===== config.mk =====
export PLATFORM = sky130hd
export DESIGN_NAME = acc32_stage
export DESIGN_NICKNAME = d
export VERILOG_FILES = /design/src/rtl/acc32_pkg.sv /design/src/rtl/acc32_ctrl.sv /design/src/rtl/acc32_stage.sv
export SDC_FILE = /design/constraint.sdc
export NUM_CORES = 1
export LEC_CHECK = 0
export BUFFER_PORTS_ARGS = -buffer_cell sky130_fd_sc_hd__buf_4
export CAP_MARGIN = 15
export CELL_PAD_IN_SITES_DETAIL_PLACEMENT = 0
export CELL_PAD_IN_SITES_GLOBAL_PLACEMENT = 1
export CORE_AREA = 4 4 126 128
export DETAILED_ROUTE_END_ITERATION = 16
export DIE_AREA = 0 0 130 132
export PLACE_DENSITY_LB_ADDON = 0.1
export SLEW_MARGIN = 20
export SYNTH_ARGS = -nofsm -noshare
export SYNTH_HDL_FRONTEND = slang
export SYNTH_SLANG_ARGS = --single-unit

===== constraint.sdc =====
create_clock -name clk -period 7.1 [get_ports clk]
set_clock_uncertainty 0.05 [all_clocks]
set_input_delay 1.42 -clock clk [delete_from_list [all_inputs] [get_ports clk]]
set_output_delay 1.42 -clock clk [all_outputs]
set_load 0.005 [all_outputs]

===== src/rtl/acc32_pkg.sv =====
// Shared definitions for the acc32 accumulator slice: data width, FSM states
// and accumulator sizing. Saturation is selected in acc32_stage by ACC32_STAGE_SAT_EN.
package acc32_pkg;

    localparam int DATA_W = 32;

    typedef enum logic [1:0] {
        IDLE  = 2'd0,
        ACCUM = 2'd1,
        HOLD  = 2'd2
    } state_t;

    // Carry-out bit plus log2(beats) guard bits make the sum lossless.
    function automatic int acc_width(input int beats);
        return DATA_W + 1 + $clog2(beats);
    endfunction

endpackage


===== src/rtl/acc32_ctrl.sv =====
// Sequencing for acc32_stage: tracks the beat count and IDLE/ACCUM/HOLD state,
// and tells the datapath when to load or add a beat.
module acc32_ctrl
    import acc32_pkg::*;
#(
    parameter int BEATS = 4
) (
    input  logic clk,
    input  logic rst,
    input  logic clr,
    input  logic in_valid,
    input  logic out_ready,
    output logic in_ready,
    output logic out_valid,
    output logic load,
    output logic add
);

    localparam int CNT_W = $clog2(BEATS + 1);
    localparam logic [CNT_W-1:0] LAST = CNT_W'(BEATS);

    state_t           state;
    state_t           state_nxt;
    logic [CNT_W-1:0] count;
    logic [CNT_W-1:0] count_nxt;
    logic             accept;

    // Handshake outputs are pure state decode so no input reaches them combinationally.
    assign in_ready  = (state != HOLD);
    assign out_valid = (state == HOLD);
    assign accept    = in_valid && in_ready;

    always_ff @(posedge clk or posedge rst) begin
        if (rst) begin
            state <= IDLE;
            count <= '0;
        end else begin
            state <= state_nxt;
            count <= count_nxt;
        end
    end

    always_comb begin
        state_nxt = state;
        count_nxt = count;
        load      = 1'b0;
        add       = 1'b0;
        if (clr) begin
            state_nxt = IDLE;
            count_nxt = '0;
        end else begin
            case (state)
                IDLE: begin
                    if (accept) begin
                        load      = 1'b1;
                        count_nxt = CNT_W'(1);
                        state_nxt = ACCUM;
                    end
                end
                ACCUM: begin
                    if (accept) begin
                        add       = 1'b1;
                        count_nxt = count + CNT_W'(1);
                        if (count + CNT_W'(1) == LAST) begin
                            state_nxt = HOLD;
                        end
                    end
                end
                HOLD: begin
                    if (out_ready) begin
                        state_nxt = IDLE;
                    end
                end
                default: begin
                    state_nxt = IDLE;
                    count_nxt = '0;
                end
            endcase
        end
    end

endmodule


===== src/rtl/acc32_stage.sv =====
// Sums BEATS consecutive {carry, sum} adder results into one 32-bit result with overflow flag.
// Define ACC32_STAGE_SAT_EN to saturate out_sum on overflow instead of truncating.
module acc32_stage
    import acc32_pkg::*;
#(
    parameter int BEATS = 4
) (
    input  logic              clk,
    input  logic              rst,
    input  logic              clr,
    input  logic              in_valid,
    output logic              in_ready,
    input  logic [DATA_W-1:0] in_s,
    input  logic              in_co,
    output logic              out_valid,
    input  logic              out_ready,
    output logic [DATA_W-1:0] out_sum,
    output logic              out_ovf
);

    localparam int ACC_W = acc_width(BEATS);

    logic [ACC_W-1:0] acc;
    logic [ACC_W-1:0] beat_ext;
    logic             load;
    logic             add;

    acc32_ctrl #(
        .BEATS(BEATS)
    ) u_ctrl (
        .clk      (clk),
        .rst      (rst),
        .clr      (clr),
        .in_valid (in_valid),
        .out_ready(out_ready),
        .in_ready (in_ready),
        .out_valid(out_valid),
        .load     (load),
        .add      (add)
    );

    assign beat_ext = {{(ACC_W - DATA_W - 1){1'b0}}, in_co, in_s};

    always_ff @(posedge clk or posedge rst) begin
        if (rst) begin
            acc <= '0;
        end else if (clr) begin
            acc <= '0;
        end else if (load) begin
            acc <= beat_ext;
        end else if (add) begin
            acc <= acc + beat_ext;
        end
    end

    assign out_ovf = |acc[ACC_W-1:DATA_W];

`ifdef ACC32_STAGE_SAT_EN
    assign out_sum = out_ovf ? {DATA_W{1'b1}} : acc[DATA_W-1:0];
`else
    assign out_sum = acc[DATA_W-1:0];
`endif

endmodule


# Yosys cells after proc, flatten, opt, wreduce, memory -nomap -nowiden
# Cells that the tools add are included.
# W data, S select, Z words.
dict set report classes {
  addsub 2
  n_mul 0
  div 0
  n_lt_le_gt_ge 0
  n_eq_ne 9
  shifts 0
  mux 18
  bitwise_logic 0
  n_reduce_logical 6
}
# cell n
set op_table {}
lappend op_table {{$mux W35} 3}
lappend op_table {{$add A35 B33 Y35} 1}
lappend op_table {{$ne A3 B2 Y1 const B} 4}
lappend op_table {{$mux W2} 5}
lappend op_table {{$mux W3} 3}
lappend op_table {{$pmux W3 S3} 1}
lappend op_table {{$pmux W2 S3} 1}
lappend op_table {{$mux W1} 5}
lappend op_table {{$ne A2 B2 Y1 const B} 2}
lappend op_table {{$reduce_and A4 Y1} 1}
lappend op_table {{$add A3 B1 Y3 const B} 1}
lappend op_table {{$eq A3 B3 Y1 const B} 1}
lappend op_table {{$reduce_and A3 Y1} 1}
lappend op_table {{$reduce_bool A3 Y1} 1}
lappend op_table {{$reduce_or A3 Y1} 1}
lappend op_table {{$eq A2 B1 Y1 const B} 1}
lappend op_table {{$eq A2 B2 Y1 const B} 1}
lappend op_table {{$logic_not A2 Y1} 1}
lappend op_table {{$logic_and A1 B1 Y1} 1}
dict set report word_totals {
  register_bits 40
  latchBits 0
  ramBits 0
  rom_bits 0
  inputBits 38
  out_inout_bits 35
  wordCells 38
  n_memories 0
}

# Logic depth before layout (Yosys ltp)
dict set report depth {
  word_depth 8
  depth_mapped 11
  ltp_nobuf 11
}

# Cells and area by module
# A second synthesis with hierarchy kept.
dict set report hier_totals {
  hier_cells 503
  hier_area_um2 4091.4
}
# module n_inst cells_per_inst area_each_um2 seq_area_each_um2
set modules_own_cells {}
lappend modules_own_cells {acc32_stage 1 467 3758.6 875.8}
lappend modules_own_cells {acc32_ctrl 1 36 332.8 125.1}

# Least setup slack after synthesis
# No wires, ideal clock.
dict set report synth_path {
  kind {input port to flip-flop}
  start {input port in_s[0]}
  end {register acc[30]}
  setup_time_ps 122
  arrival_ps 3517
  required_ps 6928
  setup_slack_ps 3411
  path_stages 11
  n_path_buf 0
  cell_sequence {ha_1 -> inv_1 -> fa_1 -> and2b_1 -> o2111ai_2 -> a211oi_2 -> a211oi_4 -> o22a_2 -> nand2_2 -> or4_1 -> a32o_1}
}
dict set report synth_via {
  elab_chain_len 4
}
# element line_no
set synth_rtl {}
lappend synth_rtl {{from (decl)} acc32_stage.sv:13} ;# input logic [DATA_W-1:0] in_s,
lappend synth_rtl {{$add A35 B33 Y35} acc32_stage.sv:52} ;# acc <= acc + beat_ext;
lappend synth_rtl {{$mux W35} acc32_stage.sv:51} ;# end else if (add) begin
lappend synth_rtl {{$mux W35} acc32_stage.sv:49} ;# end else if (load) begin
lappend synth_rtl {{$mux W35} acc32_stage.sv:47} ;# end else if (clr) begin
lappend synth_rtl {{to (signal assigned)} acc32_stage.sv:50} ;# acc <= beat_ext;
lappend synth_rtl {{to (signal assigned)} acc32_stage.sv:52}
lappend synth_rtl {{to (decl)} acc32_stage.sv:23} ;# logic [ACC_W-1:0] acc;
# No other way between the ends. The select of a mux whose other input is x is not followed.
# A chain may end at the register's enable or synchronous reset.

# Worst setup path in the final report
# Same ends and word-level chain as after synthesis.

==> out/qor.yml <==
outcome:
  status: "finished clean"
sta:
  finalSetupTns_ns: 0
  slew_headroom_pct: 37.15
  drv_slew: 0
  tightestPinTransition_ns: 0.9417
  min_period_over_period_pct: 52.53
  hold_viol: 0
  rsz0062_at_grt: "no"
  max_freq_mhz: 268.1
  finalSetupViolCount: 0
  worst_hold_slack_ns: 0.4767
  fin_ws_ns: 3.370
  min_period_ns: 3.730
layout:
  finalNonFillerCells: 703
  finalNetCount: 588
  area_delta_synth_final_pct: 16.60
  design_area_um2: 4571
  drive_above_1_share_pct: 18.25
  utilization_pct: 30.75
  diodes: 0
placed_design:
  dpl.hpwl_um: 9375
  routabilityCongestion: 0.8155
  dpl-instance-area_um2: 4393
  portBuffers: 72
  placedCellCount: 695
  post-place-ws_ns: 3.058
die:
  initial_core_util_pct: 26.37
  coreArea_um2: 14860
  die_w_um: 130
  design.portCount: 73
  die_h_um: 132
  rows: 45
  dieArea_um2: 17160
synth:
  synth_area_leaders: "dfrtp_1 (26%), ha_1 (11%), a21oi_1 (6.8%)"
  synth_common_cells: "a21oi_1 (53), dfrtp_1 (40), nand2_1 (37)"
  netlist_instances: 489
  synth_fp_nets: 563
  synth_top_area_share_pct: 25.53
  ys.flop_type: "dfrtp_1"
  synth-seq-cells: 40
  syn_area_per_cell_um2: 8.016
  async_reset_ff_share_pct: 100.0
  ys_types: 57
  ys_warn_count: 0
  synth_edf_count: 0
  synth.most_common_cell: "a21oi_1"
  yosysTopAreaCell: "dfrtp_1"
  netlist_area_um2: 3920
  ys_seq_area_share_pct: 25.53
global_routing:
  grt_pass1_vias: 3748
  grt_pass1_wl_um: 20000
  grt-ovfl-total: 0
  grt_usage_pct: 14.66
  antenna_found_initial: 0
  grt_max_degree: 41
setup_path:
  worst-r2r-cell-count: 11
  path_cells: "buf_4 > ha_1 > inv_1 > fa_1 > and2b_1 > o2111ai_2 > a211oi_2 > a211oi_4 > o22a_2 > nand2_2 > or4_1 > a32o_1"
  max_stage_delay_ns: 0.46
  cp_max_fo: 5
  startpoint_type: "input pin"
  crit_type: "in -> reg"
  slowest_stage: "or4_1"
  worst-endpoint-required_ns: 7.24
  crit_arrival_ns: 3.87
  crit_path_end_kind: "flop"
  crit_buf_inv: 2
  cp_top_family: "compound AO/OA/AOI/OAI gates"
  crit_cells: 12
cts:
  cts_buffer_depth: 2
  cts_tree: "yes"
  post_cts_buffers: 0
  cts_sinks: 40
  ctsHoldBuffers: 0
  clk_root_buffer_cell: "clkbuf_16"
  cts.clk_slew.worst_paths_ns: 0.07
  clock_latency_ns: 0.30
  cts_resized: 0
  htreeDepth: 2
  cts_made_buffers: 5
worst_hold_path:
  hold_depth: 2
  hold_class: "reg -> reg"
power_and_ir_drop:
  total_power_uw: 890.5
  leakagePower_nw: 2.109
  irDropWorstVdd_v: 0.00008005
  power_density_nw_per_um2: 194.8
drt:
  drt-total-wl_um: 12360
  drt-initial-drc-count: 139
  via_count: 3594
  drtPass1Iterations: 4
  post_drt_wl_per_cell_um: 17.57
  detail-route-antenna-nets: 0
  vias_per_cell: 5.112
  drc_errors: 0
run:
  maxCapViolCount: 0
report_power, final:
part / total (mW) / internal (mW) / leakage (nW) / switching (mW)
sequential: 0.268 / 0.248 / 0.535 / 0.0201
clock: 0.290 / 0.177 / 0.0871 / 0.113
combinational: 0.333 / 0.144 / 1.49 / 0.189
per-layer routing:
layer,part of all wire (%),routed length [µm],track usage [%]
met5,0,0,0
met4,1.6,201,3.984
met3,4.1,506,3.120
met2,46,5724,23.47
met1,48,5922,19.91
flip-flops by register name, summed over array words and instances (netlist names):
register,flops
acc,35
u_ctrl.count,3
u_ctrl.state,2
cell type report:
cell class              count  area [µm²]
clock buffers               6       138.9
clock inverters             2       38.79
fillers                  1661       10290
inverters                  17       63.81
multi-input cells         375        2530
flip-flops and latches     40        1001
well taps                 188       235.2
repair buffers             75       563.0
path summary, 6_finish.rpt:
kind | startpoint | end | slack, ns
worst min register to register | acc[3] | acc[3] | 0.48
max in group asynchronous | rst | acc[19] | 5.38
worst max-delay path | in_s[0] | acc[30] | 3.37
worst max register to register | acc[0] | acc[30] | 4.20
min in group asynchronous | rst | acc[12] | 1.21
worst min-delay path | acc[3] | acc[3] | 0.48
cell usage in the layout (no fill, tap or decap), types with 2 or more instances in the layout:
master,Yosys,routed
o21bai_1,6,6
nand3_1,10,9
nor2_2,0,2
o21a_1,7,7
a21oi_1,53,53
nand2_1,37,37
o21ai_0,29,29
or4_1,2,2
xor2_1,13,13
nor2b_1,4,4
o31ai_1,4,4
a2bb2oi_1,3,3
a22oi_1,21,21
mux2i_1,4,4
o21ai_1,20,20
o211ai_1,2,2
and2_1,4,4
nor4_1,2,2
a31oi_1,5,5
nand4_1,12,12
nor2_1,27,25
buf_4,32,75
nor3_1,9,9
or3_1,4,4
a21o_1,15,15
clkbuf_16,0,5
ha_1,35,35
inv_1,17,16
nand2b_1,3,3
and3_1,2,2
o31a_1,2,2
dfrtp_1,40,40
and4_1,2,2
xnor2_1,15,15
logic make-up after synthesis:
family	synth area share [%]
AO/OA/AOI/OAI	30.39
AND/OR/NAND/NOR	14.94
buffers and inverters	10.18
flip-flops	25.53
adder cells (fa/ha/maj)	11.68
XOR/XNOR	6.256
multiplexers	1.021
tightest hold or removal path: stages, from the launching register on:
cell	delay (ns)
dfrtp_1	0.38
nand2_1	0.05
o21ai_0	0.06
Note: power is estimated with default switching activity, not from simulation.
